`config.mk`:
```
export PLATFORM = sky130hd
export DESIGN_NAME = ball_steer_flat
export DESIGN_NICKNAME = d
export VERILOG_FILES = /design/src/rtl/ball_steer_pkg.sv /design/src/rtl/ball_steer_if.sv /design/src/rtl/ball_tick_gen.sv /design/src/rtl/ball_steer.sv /design/src/flat_wrapper.sv
export SDC_FILE = /design/constraint.sdc
export NUM_CORES = 1
export LEC_CHECK = 0
export ABC_AREA = 1
export CORE_MARGIN = 8
export CORE_UTILIZATION = 55
export CTS_BUF_LIST = sky130_fd_sc_hd__clkbuf_8
export CTS_CLUSTER_SIZE = 8
export DETAILED_ROUTE_END_ITERATION = 10
export GPL_TIMING_DRIVEN = 0
export PLACE_DENSITY = 0.78
export SKIP_CTS_REPAIR_TIMING = 1
export SYNTH_ARGS = -nofsm -noshare
export SYNTH_HDL_FRONTEND = slang
export SYNTH_SLANG_ARGS = --single-unit
```
`constraint.sdc`:
```
create_clock -name clk -period 4.4 [get_ports clk]
set_clock_uncertainty 0.1 [all_clocks]
set_input_delay 0.66 -clock clk [delete_from_list [all_inputs] [get_ports clk]]
set_output_delay 0.66 -clock clk [all_outputs]
set_load 0.02 [all_outputs]
```
`src/rtl/ball_steer_pkg.sv`:
```
// Shared direction codes, FSM encoding, playfield bounds and bounce helpers for ball_steer.
// Coordinates are quarter-pixels. Directions form a 16-point clockwise compass with 0 = up.
package ball_steer_pkg;

   typedef logic [3:0] dir_t;
   typedef logic [1:0] state_t;

   localparam dir_t DIR_UP    = 4'd0;
   localparam dir_t DIR_RIGHT = 4'd4;
   localparam dir_t DIR_DOWN  = 4'd8;
   localparam dir_t DIR_LEFT  = 4'd12;

   // Serve headings: after the right player scores the ball leaves down-right, otherwise down-left.
   localparam dir_t DIR_SERVE_AFTER_R = DIR_RIGHT + 4'd1;
   localparam dir_t DIR_SERVE_AFTER_L = DIR_LEFT - 4'd1;

   localparam state_t ST_SERVE  = 2'd0;
   localparam state_t ST_PLAY   = 2'd1;
   localparam state_t ST_SCORED = 2'd2;

   localparam int QPX_SCALE   = 4;
   localparam int PF_Y_MIN    = 10  * QPX_SCALE;
   localparam int PF_Y_MAX    = 470 * QPX_SCALE;
   localparam int PF_LEFT_X   = 20  * QPX_SCALE;
   localparam int PF_RIGHT_X  = 620 * QPX_SCALE;
   localparam int PF_PADDLE_H = 60  * QPX_SCALE;

   function automatic logic is_up(input dir_t d);
      return (d >= 4'd13) || (d <= 4'd3);
   endfunction

   function automatic logic is_down(input dir_t d);
      return (d >= 4'd5) && (d <= 4'd11);
   endfunction

   function automatic logic is_right(input dir_t d);
      return (d >= 4'd1) && (d <= 4'd7);
   endfunction

   function automatic logic is_left(input dir_t d);
      return d >= 4'd9;
   endfunction

   // Mirror about the horizontal axis; the 4-bit wrap gives the mod-16 result.
   function automatic dir_t wall_flip(input dir_t d);
      return 4'd8 - d;
   endfunction

   function automatic logic [1:0] paddle_zone(input logic [12:0] off, input int band);
      logic [12:0] q;
      q = off / 13'(band);
      return (q > 13'd3) ? 2'd3 : q[1:0];
   endfunction

   function automatic dir_t left_bounce(input logic [1:0] zone);
      case (zone)
         2'd0:    return 4'd2;
         2'd1:    return 4'd3;
         2'd2:    return 4'd5;
         default: return 4'd6;
      endcase
   endfunction

   function automatic dir_t right_bounce(input logic [1:0] zone);
      case (zone)
         2'd0:    return 4'd14;
         2'd1:    return 4'd13;
         2'd2:    return 4'd11;
         default: return 4'd10;
      endcase
   endfunction

endpackage

```
`src/rtl/ball_steer_if.sv`:
```
// Bundle between ball_steer and its surroundings: game enable, ball/paddle positions in,
// direction/move/re-centre/score out. master is the steering controller side.
interface ball_steer_if;
   import ball_steer_pkg::*;

   logic        enable;
   logic [12:0] ball_x;
   logic [12:0] ball_y;
   logic [12:0] paddle_l_y;
   logic [12:0] paddle_r_y;
   dir_t        direction;
   logic        move;
   logic        ball_rst;
   logic        score_l;
   logic        score_r;

   modport master (
      input  enable, ball_x, ball_y, paddle_l_y, paddle_r_y,
      output direction, move, ball_rst, score_l, score_r
   );

   modport slave (
      output enable, ball_x, ball_y, paddle_l_y, paddle_r_y,
      input  direction, move, ball_rst, score_l, score_r
   );

endinterface

```
`src/rtl/ball_tick_gen.sv`:
```
// Free-running 0..TICK_DIV-1 counter that holds while enable is low.
// tick is combinational and high in the last count of each period.
module ball_tick_gen #(
   parameter int TICK_DIV = 100000
) (
   input  logic clk,
   input  logic rst,
   input  logic enable,
   output logic tick
);

   localparam int CW = (TICK_DIV > 1) ? $clog2(TICK_DIV) : 1;

   logic [CW-1:0] tick_cnt;

   assign tick = enable && (tick_cnt == CW'(TICK_DIV - 1));

   always_ff @(posedge clk or posedge rst) begin
      if (rst)
         tick_cnt <= '0;
      else if (enable)
         tick_cnt <= tick ? '0 : tick_cnt + CW'(1);
   end

endmodule

```
`src/rtl/ball_steer.sv`:
```
// Drives ball_move: periodic move strobe plus direction, with wall/paddle bounces, miss scoring
// and a serve sequence (score pulse, then ball_rst, then SERVE_DELAY ticks of hold).
module ball_steer
   import ball_steer_pkg::*;
#(
   parameter int TICK_DIV       = 100000,
   parameter int SERVE_DELAY    = 64,
   parameter int PADDLE_H       = PF_PADDLE_H,
   parameter int LEFT_PADDLE_X  = PF_LEFT_X,
   parameter int RIGHT_PADDLE_X = PF_RIGHT_X,
   parameter int Y_MIN          = PF_Y_MIN,
   parameter int Y_MAX          = PF_Y_MAX
) (
   input  logic         clk,
   input  logic         rst,
   ball_steer_if.master bus
);

   localparam int SCW    = $clog2(SERVE_DELAY + 1);
   localparam int ZONE_H = PADDLE_H / 4;

   logic               tick;
   state_t             state;
   logic [SCW-1:0]     serve_cnt;
   logic               check_pend;
   dir_t               dir_q;
   dir_t               dir_nxt;
   dir_t               serve_dir;
   logic               move_q;
   logic               ball_rst_q;
   logic               score_l_q;
   logic               score_r_q;
   logic               at_left;
   logic               at_right;
   logic               hit_l;
   logic               hit_r;
   logic               miss_left;
   logic               miss_right;
   logic signed [13:0] off_l;
   logic signed [13:0] off_r;

   ball_tick_gen #(.TICK_DIV(TICK_DIV)) u_tick (
      .clk    (clk),
      .rst    (rst),
      .enable (bus.enable),
      .tick   (tick)
   );

   assign off_l = $signed({1'b0, bus.ball_y}) - $signed({1'b0, bus.paddle_l_y});
   assign off_r = $signed({1'b0, bus.ball_y}) - $signed({1'b0, bus.paddle_r_y});

   assign at_left  = is_left(dir_q)  && (bus.ball_x <= 13'(LEFT_PADDLE_X));
   assign at_right = is_right(dir_q) && (bus.ball_x >= 13'(RIGHT_PADDLE_X));
   assign hit_l    = !off_l[13] && (off_l <= 14'(PADDLE_H));
   assign hit_r    = !off_r[13] && (off_r <= 14'(PADDLE_H));

   // Paddle outcome first; the wall flip then sees the post-bounce heading. A miss suppresses the flip.
   always_comb begin
      dir_nxt    = dir_q;
      miss_left  = 1'b0;
      miss_right = 1'b0;
      if (at_left) begin
         if (hit_l) dir_nxt   = left_bounce(paddle_zone(off_l[12:0], ZONE_H));
         else       miss_left = 1'b1;
      end else if (at_right) begin
         if (hit_r) dir_nxt    = right_bounce(paddle_zone(off_r[12:0], ZONE_H));
         else       miss_right = 1'b1;
      end
      if (!miss_left && !miss_right &&
          (((bus.ball_y <= 13'(Y_MIN)) && is_up(dir_nxt)) ||
           ((bus.ball_y >= 13'(Y_MAX)) && is_down(dir_nxt))))
         dir_nxt = wall_flip(dir_nxt);
   end

   always_ff @(posedge clk or posedge rst) begin
      if (rst) begin
         state      <= ST_SERVE;
         serve_cnt  <= '0;
         check_pend <= 1'b0;
         dir_q      <= DIR_SERVE_AFTER_R;
         serve_dir  <= DIR_SERVE_AFTER_R;
         move_q     <= 1'b0;
         ball_rst_q <= 1'b0;
         score_l_q  <= 1'b0;
         score_r_q  <= 1'b0;
      end else begin
         move_q     <= tick && (state == ST_PLAY);
         check_pend <= move_q;
         ball_rst_q <= 1'b0;
         score_l_q  <= 1'b0;
         score_r_q  <= 1'b0;
         // A pending check completes even while the game is paused.
         if (check_pend) begin
            if (miss_left) begin
               score_r_q <= 1'b1;
               serve_dir <= DIR_SERVE_AFTER_R;
               state     <= ST_SCORED;
            end else if (miss_right) begin
               score_l_q <= 1'b1;
               serve_dir <= DIR_SERVE_AFTER_L;
               state     <= ST_SCORED;
            end else begin
               dir_q <= dir_nxt;
            end
         end else if (bus.enable) begin
            case (state)
               ST_SERVE: begin
                  if (tick) begin
                     if (serve_cnt == SCW'(SERVE_DELAY - 1)) begin
                        serve_cnt <= '0;
                        state     <= ST_PLAY;
                     end else begin
                        serve_cnt <= serve_cnt + SCW'(1);
                     end
                  end
               end
               ST_SCORED: begin
                  ball_rst_q <= 1'b1;
                  dir_q      <= serve_dir;
                  serve_cnt  <= '0;
                  state      <= ST_SERVE;
               end
               default: ;
            endcase
         end
      end
   end

   assign bus.direction = dir_q;
   assign bus.move      = move_q;
   assign bus.ball_rst  = ball_rst_q;
   assign bus.score_l   = score_l_q;
   assign bus.score_r   = score_r_q;

endmodule

```
`src/flat_wrapper.sv`:
```
// flat-port wrapper written by rule: the top's interface ports become plain ports
module ball_steer_flat import ball_steer_pkg::*;
#(
   parameter int TICK_DIV       = 100000,
   parameter int SERVE_DELAY    = 64,
   parameter int PADDLE_H       = PF_PADDLE_H,
   parameter int LEFT_PADDLE_X  = PF_LEFT_X,
   parameter int RIGHT_PADDLE_X = PF_RIGHT_X,
   parameter int Y_MIN          = PF_Y_MIN,
   parameter int Y_MAX          = PF_Y_MAX
)
  (clk, rst, bus_enable, bus_ball_x, bus_ball_y, bus_paddle_l_y, bus_paddle_r_y, bus_direction, bus_move, bus_ball_rst, bus_score_l, bus_score_r);
  ball_steer_if bus_i ();
  input  logic clk;
  input  logic rst;
  input wire logic [$bits(bus_i.enable)-1:0] bus_enable;
  input wire logic [$bits(bus_i.ball_x)-1:0] bus_ball_x;
  input wire logic [$bits(bus_i.ball_y)-1:0] bus_ball_y;
  input wire logic [$bits(bus_i.paddle_l_y)-1:0] bus_paddle_l_y;
  input wire logic [$bits(bus_i.paddle_r_y)-1:0] bus_paddle_r_y;
  output wire logic [$bits(bus_i.direction)-1:0] bus_direction;
  output wire logic [$bits(bus_i.move)-1:0] bus_move;
  output wire logic [$bits(bus_i.ball_rst)-1:0] bus_ball_rst;
  output wire logic [$bits(bus_i.score_l)-1:0] bus_score_l;
  output wire logic [$bits(bus_i.score_r)-1:0] bus_score_r;
  assign bus_i.enable = bus_enable;
  assign bus_i.ball_x = bus_ball_x;
  assign bus_i.ball_y = bus_ball_y;
  assign bus_i.paddle_l_y = bus_paddle_l_y;
  assign bus_i.paddle_r_y = bus_paddle_r_y;
  assign bus_direction = bus_i.direction;
  assign bus_move = bus_i.move;
  assign bus_ball_rst = bus_i.ball_rst;
  assign bus_score_l = bus_i.score_l;
  assign bus_score_r = bus_i.score_r;
  ball_steer #(.TICK_DIV(TICK_DIV), .SERVE_DELAY(SERVE_DELAY), .PADDLE_H(PADDLE_H), .LEFT_PADDLE_X(LEFT_PADDLE_X), .RIGHT_PADDLE_X(RIGHT_PADDLE_X), .Y_MIN(Y_MIN), .Y_MAX(Y_MAX)) u_core (.clk(clk), .rst(rst), .bus(bus_i));
endmodule
```
==> run summary <==
The flow ran to the end, but the final reports show violations. The checks that failed: setup timing. The number of global-route vias before repair is 5341. For the worst-skew pair, the clock arrives at the later sink with an insertion delay of 0.29 ns.

The starting utilization of the core area is 56.9%. The share of flip-flops with an asynchronous set or reset after synthesis came out at 100%. The global routing stage identified its most utilized layer as met2. The max capacitance violation total is 0. The floorplan step set the die width to 114 um. The cell type with the highest occurrence count on the critical path is sky130_fd_sc_hd__nand2_2. The vias after detailed routing is 6535.

The sequential fraction of the synthesis area is 17.7%. The global routing usage on met1 came out at 27.3%. The flip-flop and latch count after synthesis came out at 37. The worst slew margin relative to its limit is 36.0%. The die footprint came out at 12900 um2.

The buffer levels on the longest clock path is 2. The fraction of layout instances using a drive strength above 1 is 32.3%. Summed over its instances, the top area cell type makes up 16.4% of the synthesized netlist area. Counting every net in the synthesized netlist gives 977. The repair_antennas step left the layout with diodes totalling 0.

The path class of the lowest-slack min-delay path is flop to flop. The count of nets left with antenna violations once routing finished came out at 0. The area taken by multi-input logic gates came out at 4680 um2. In the synthesized netlist the dominant register cell turns out to be sky130_fd_sc_hd__dfrtp_1. The top cell types in the final layout, fill and taps aside, are sky130_fd_sc_hd__nand2_1 (171), sky130_fd_sc_hd__inv_1 (154), sky130_fd_sc_hd__nand2_2 (64). The number of warnings reported in the yosys synthesis log is 0.

The initial antenna violation count is 0. The number of rows in the core area came out at 35. The final non-filler cell area is 7660 um2. The pin count of the biggest net entering global routing came out at 38. The total track usage came out at 21.1%. The quantity of I/O buffers inserted on ports came out at 62. The floorplan step set the die height to 114 um.

The average wire per cell in the routed design came out at 16.0 um. The post-detailed-route DRC marker count is 0. Counting every sink on the clock net gives 37. The element type at the critical path end is a flop. The number of flops mapped to enable cells by yosys is 0. The data required time at the worst endpoint is 4.53 ns. The core area is 9240 um2. The clock-pin transition on the worst setup and hold timing paths is 0.08 ns.

The routability congestion estimate is 0.928. Clock tree synthesis inserted a total of 5 buffers. Once detailed placement completed, the half-perimeter wirelength came to 11200 um. The critical path's largest stage delay came out at 0.37 ns. The first detailed-routing pass ran for 6 iterations.

The transition at the pin with the smallest max-transition slack is 0.935 ns. The max-slew violation count came out at 0. Setup repair after global routing could not meet its margin everywhere.

The leakage power total came out at 3.91 nW. The leftover overflow at the end of global routing is 0. The filler cell count is 533. Registers take 930 um2.

STA classifies the critical path startpoint as a primary input. The peak supply drop is 0.371 mV. The completed layout was analyzed and its total power is 0.00335 W.

TritonCTS built the clock tree. The via density per instance is 5.77. The minimum setup slack in the final design came out at -2.09 ns. The first routing iteration left 535 violations.

Setup violations remaining at the end of the flow were counted as 4. The clock period minus final worst setup slack came out at 6.49 ns. 63 I/O pins were placed. The final period utilization came out at 148%. The number of nets in the layout is 1093. The post-synthesis area per instance came out at 5.92 um2. Global routing used 36.1% of the available met2 tracks. The maximum fanout count along the critical path is 4. The gate count of the mapped netlist is 887. The post-placement cell area came out at 6110 um2. The aggregate routed wire length is 18100 um. The category of the critical setup timing path is primary input to flop. The area of the mapped netlist came out at 5260 um2. The synthesized netlist contains 44 unique library cells.

After synthesis, the cell types taking the most area are sky130_fd_sc_hd__nand2_1 (16%), sky130_fd_sc_hd__dfrtp_1 (16%), sky130_fd_sc_hd__inv_1 (13%). The library cell used most frequently in the layout, excluding fill and tap cells, is sky130_fd_sc_hd__nand2_1. The total number of H-tree levels came out at 2. The critical path data arrival time is 6.62 ns. Of all cell types, the one taking the most synthesized area is sky130_fd_sc_hd__nand2_1.

The total power divided by cell area came out at 437 nW/um2. The count of final hold-check violations is 0. The met3 usage is 2.54%. Based on the critical path, the design can be clocked at up to 0.154 GHz.

The buffer cell driving the clock tree root is sky130_fd_sc_hd__clkbuf_8. From synthesis to final layout, the design area changed by 45.9%. The largest individual stage delay along the critical path comes from the cell sky130_fd_sc_hd__ha_4. The first global-routing pass estimated 23300 um of wire.
[final timing paths]
kind	from	end	slack (ns)	depth (start not counted)
min in group asynchronous	rst	u_core.u_tick.tick_cnt[11]	0.70	2
hold / removal	u_core.bus.move	u_core.check_pend	0.29	0
hold reg to reg	u_core.bus.move	u_core.check_pend	0.29	0
max in group asynchronous	rst	u_core.u_tick.tick_cnt[4]	3.02	2
setup reg to reg	u_core.bus.direction[0]	u_core.bus.direction[3]	0.97	20
setup / recovery	bus_ball_y[5]	u_core.bus.direction[3]	-2.09	55
[final cells by class]
| class | instances | share of cell area, % |
|---|---|---|
| multi-input cells | 655 | 61.0 |
| repair buffers | 109 | 13.1 |
| flip-flops and latches | 37 | 12.1 |
| inverters | 193 | 9.75 |
| well taps | 129 | 2.11 |
| clock buffers | 5 | 0.898 |
| clock inverters | 3 | 0.898 |
| plain buffers | 2 | 0.114 |
[cell families after synthesis]
kind of cell               after synthesis  synth area share [%]
AOI/OAI and AO/OA                      109                  12.6
xor gates and xnor gates                22                  3.67
adders and majority gates               35                  8.62
buffers and inverters                  195                  14.0
DFF                                     37                  17.7
and+or+nand+nor                        489                  43.5
[stage by stage]
step / hold WS [ns] / cells / utilization (%) / setup slack [ns] / TNS [ns]
final: 0.289 / 1133 / 83.0 / -2.09 / -7.68
after CTS: 0.295 / 1086 / 67.6 / -2.67 / -9.79
after detailed placement: 0.272 / 1078 / 66.1 / -2.97 / -11.65
after global placement: 0.267 / 1078 / 66.1 / -2.76 / -10.73
after global routing: 0.298 / 1133 / 83.0 / -2.42 / -9.07
after floorplan: 0.312 / 887 / - / -1.51 / -5.29
[sequential cells by signal (all words and copies together), names as in the netlist]
name                    flops
u_core.serve_dir            2
u_core.bus.score_l          1
u_core.check_pend           1
u_core.u_tick.tick_cnt     17
u_core.bus.ball_rst         1
u_core.bus.move             1
u_core.state                2
u_core.bus.score_r          1
u_core.bus.direction        4
u_core.serve_cnt            7
[where the power goes]
group / leakage, nW / switching [W] / internal (W)
clock: 0.0687 / 0.000125 / 0.000228
sequential: 0.446 / 0.0000698 / 0.000429
combinational: 3.40 / 0.00153 / 0.000967
[layer usage]
metal	vias to the layer above	part of all wire, %
met5	-	0
met4	0	4.1
met3	85	7.0
met2	323	48
met1	3051	41
li1	3076	-
[synthesized netlist by cell type (9+ instances only)]
master,number
sky130_fd_sc_hd__nand2_1,230
sky130_fd_sc_hd__nand4_1,24
sky130_fd_sc_hd__nor4_1,9
sky130_fd_sc_hd__o21ai_0,34
sky130_fd_sc_hd__inv_1,182
sky130_fd_sc_hd__xor2_1,16
sky130_fd_sc_hd__inv_2,11
sky130_fd_sc_hd__nor3_1,22
sky130_fd_sc_hd__nand3_2,13
sky130_fd_sc_hd__nand3_1,75
sky130_fd_sc_hd__nand2_2,34
sky130_fd_sc_hd__ha_1,33
sky130_fd_sc_hd__a21oi_1,35
sky130_fd_sc_hd__dfrtp_1,34
sky130_fd_sc_hd__nor2_1,66
[critical path: cells and delay by family]
kind / cells / cell delay, ns
AND/OR/NAND/NOR: 44 / 3.91
buffers and inverters: 4 / 0.58
AO/OA/AOI/OAI: 4 / 0.61
adder cells (fa/ha/maj): 3 / 0.83
(Power assumes the default switching activity.)
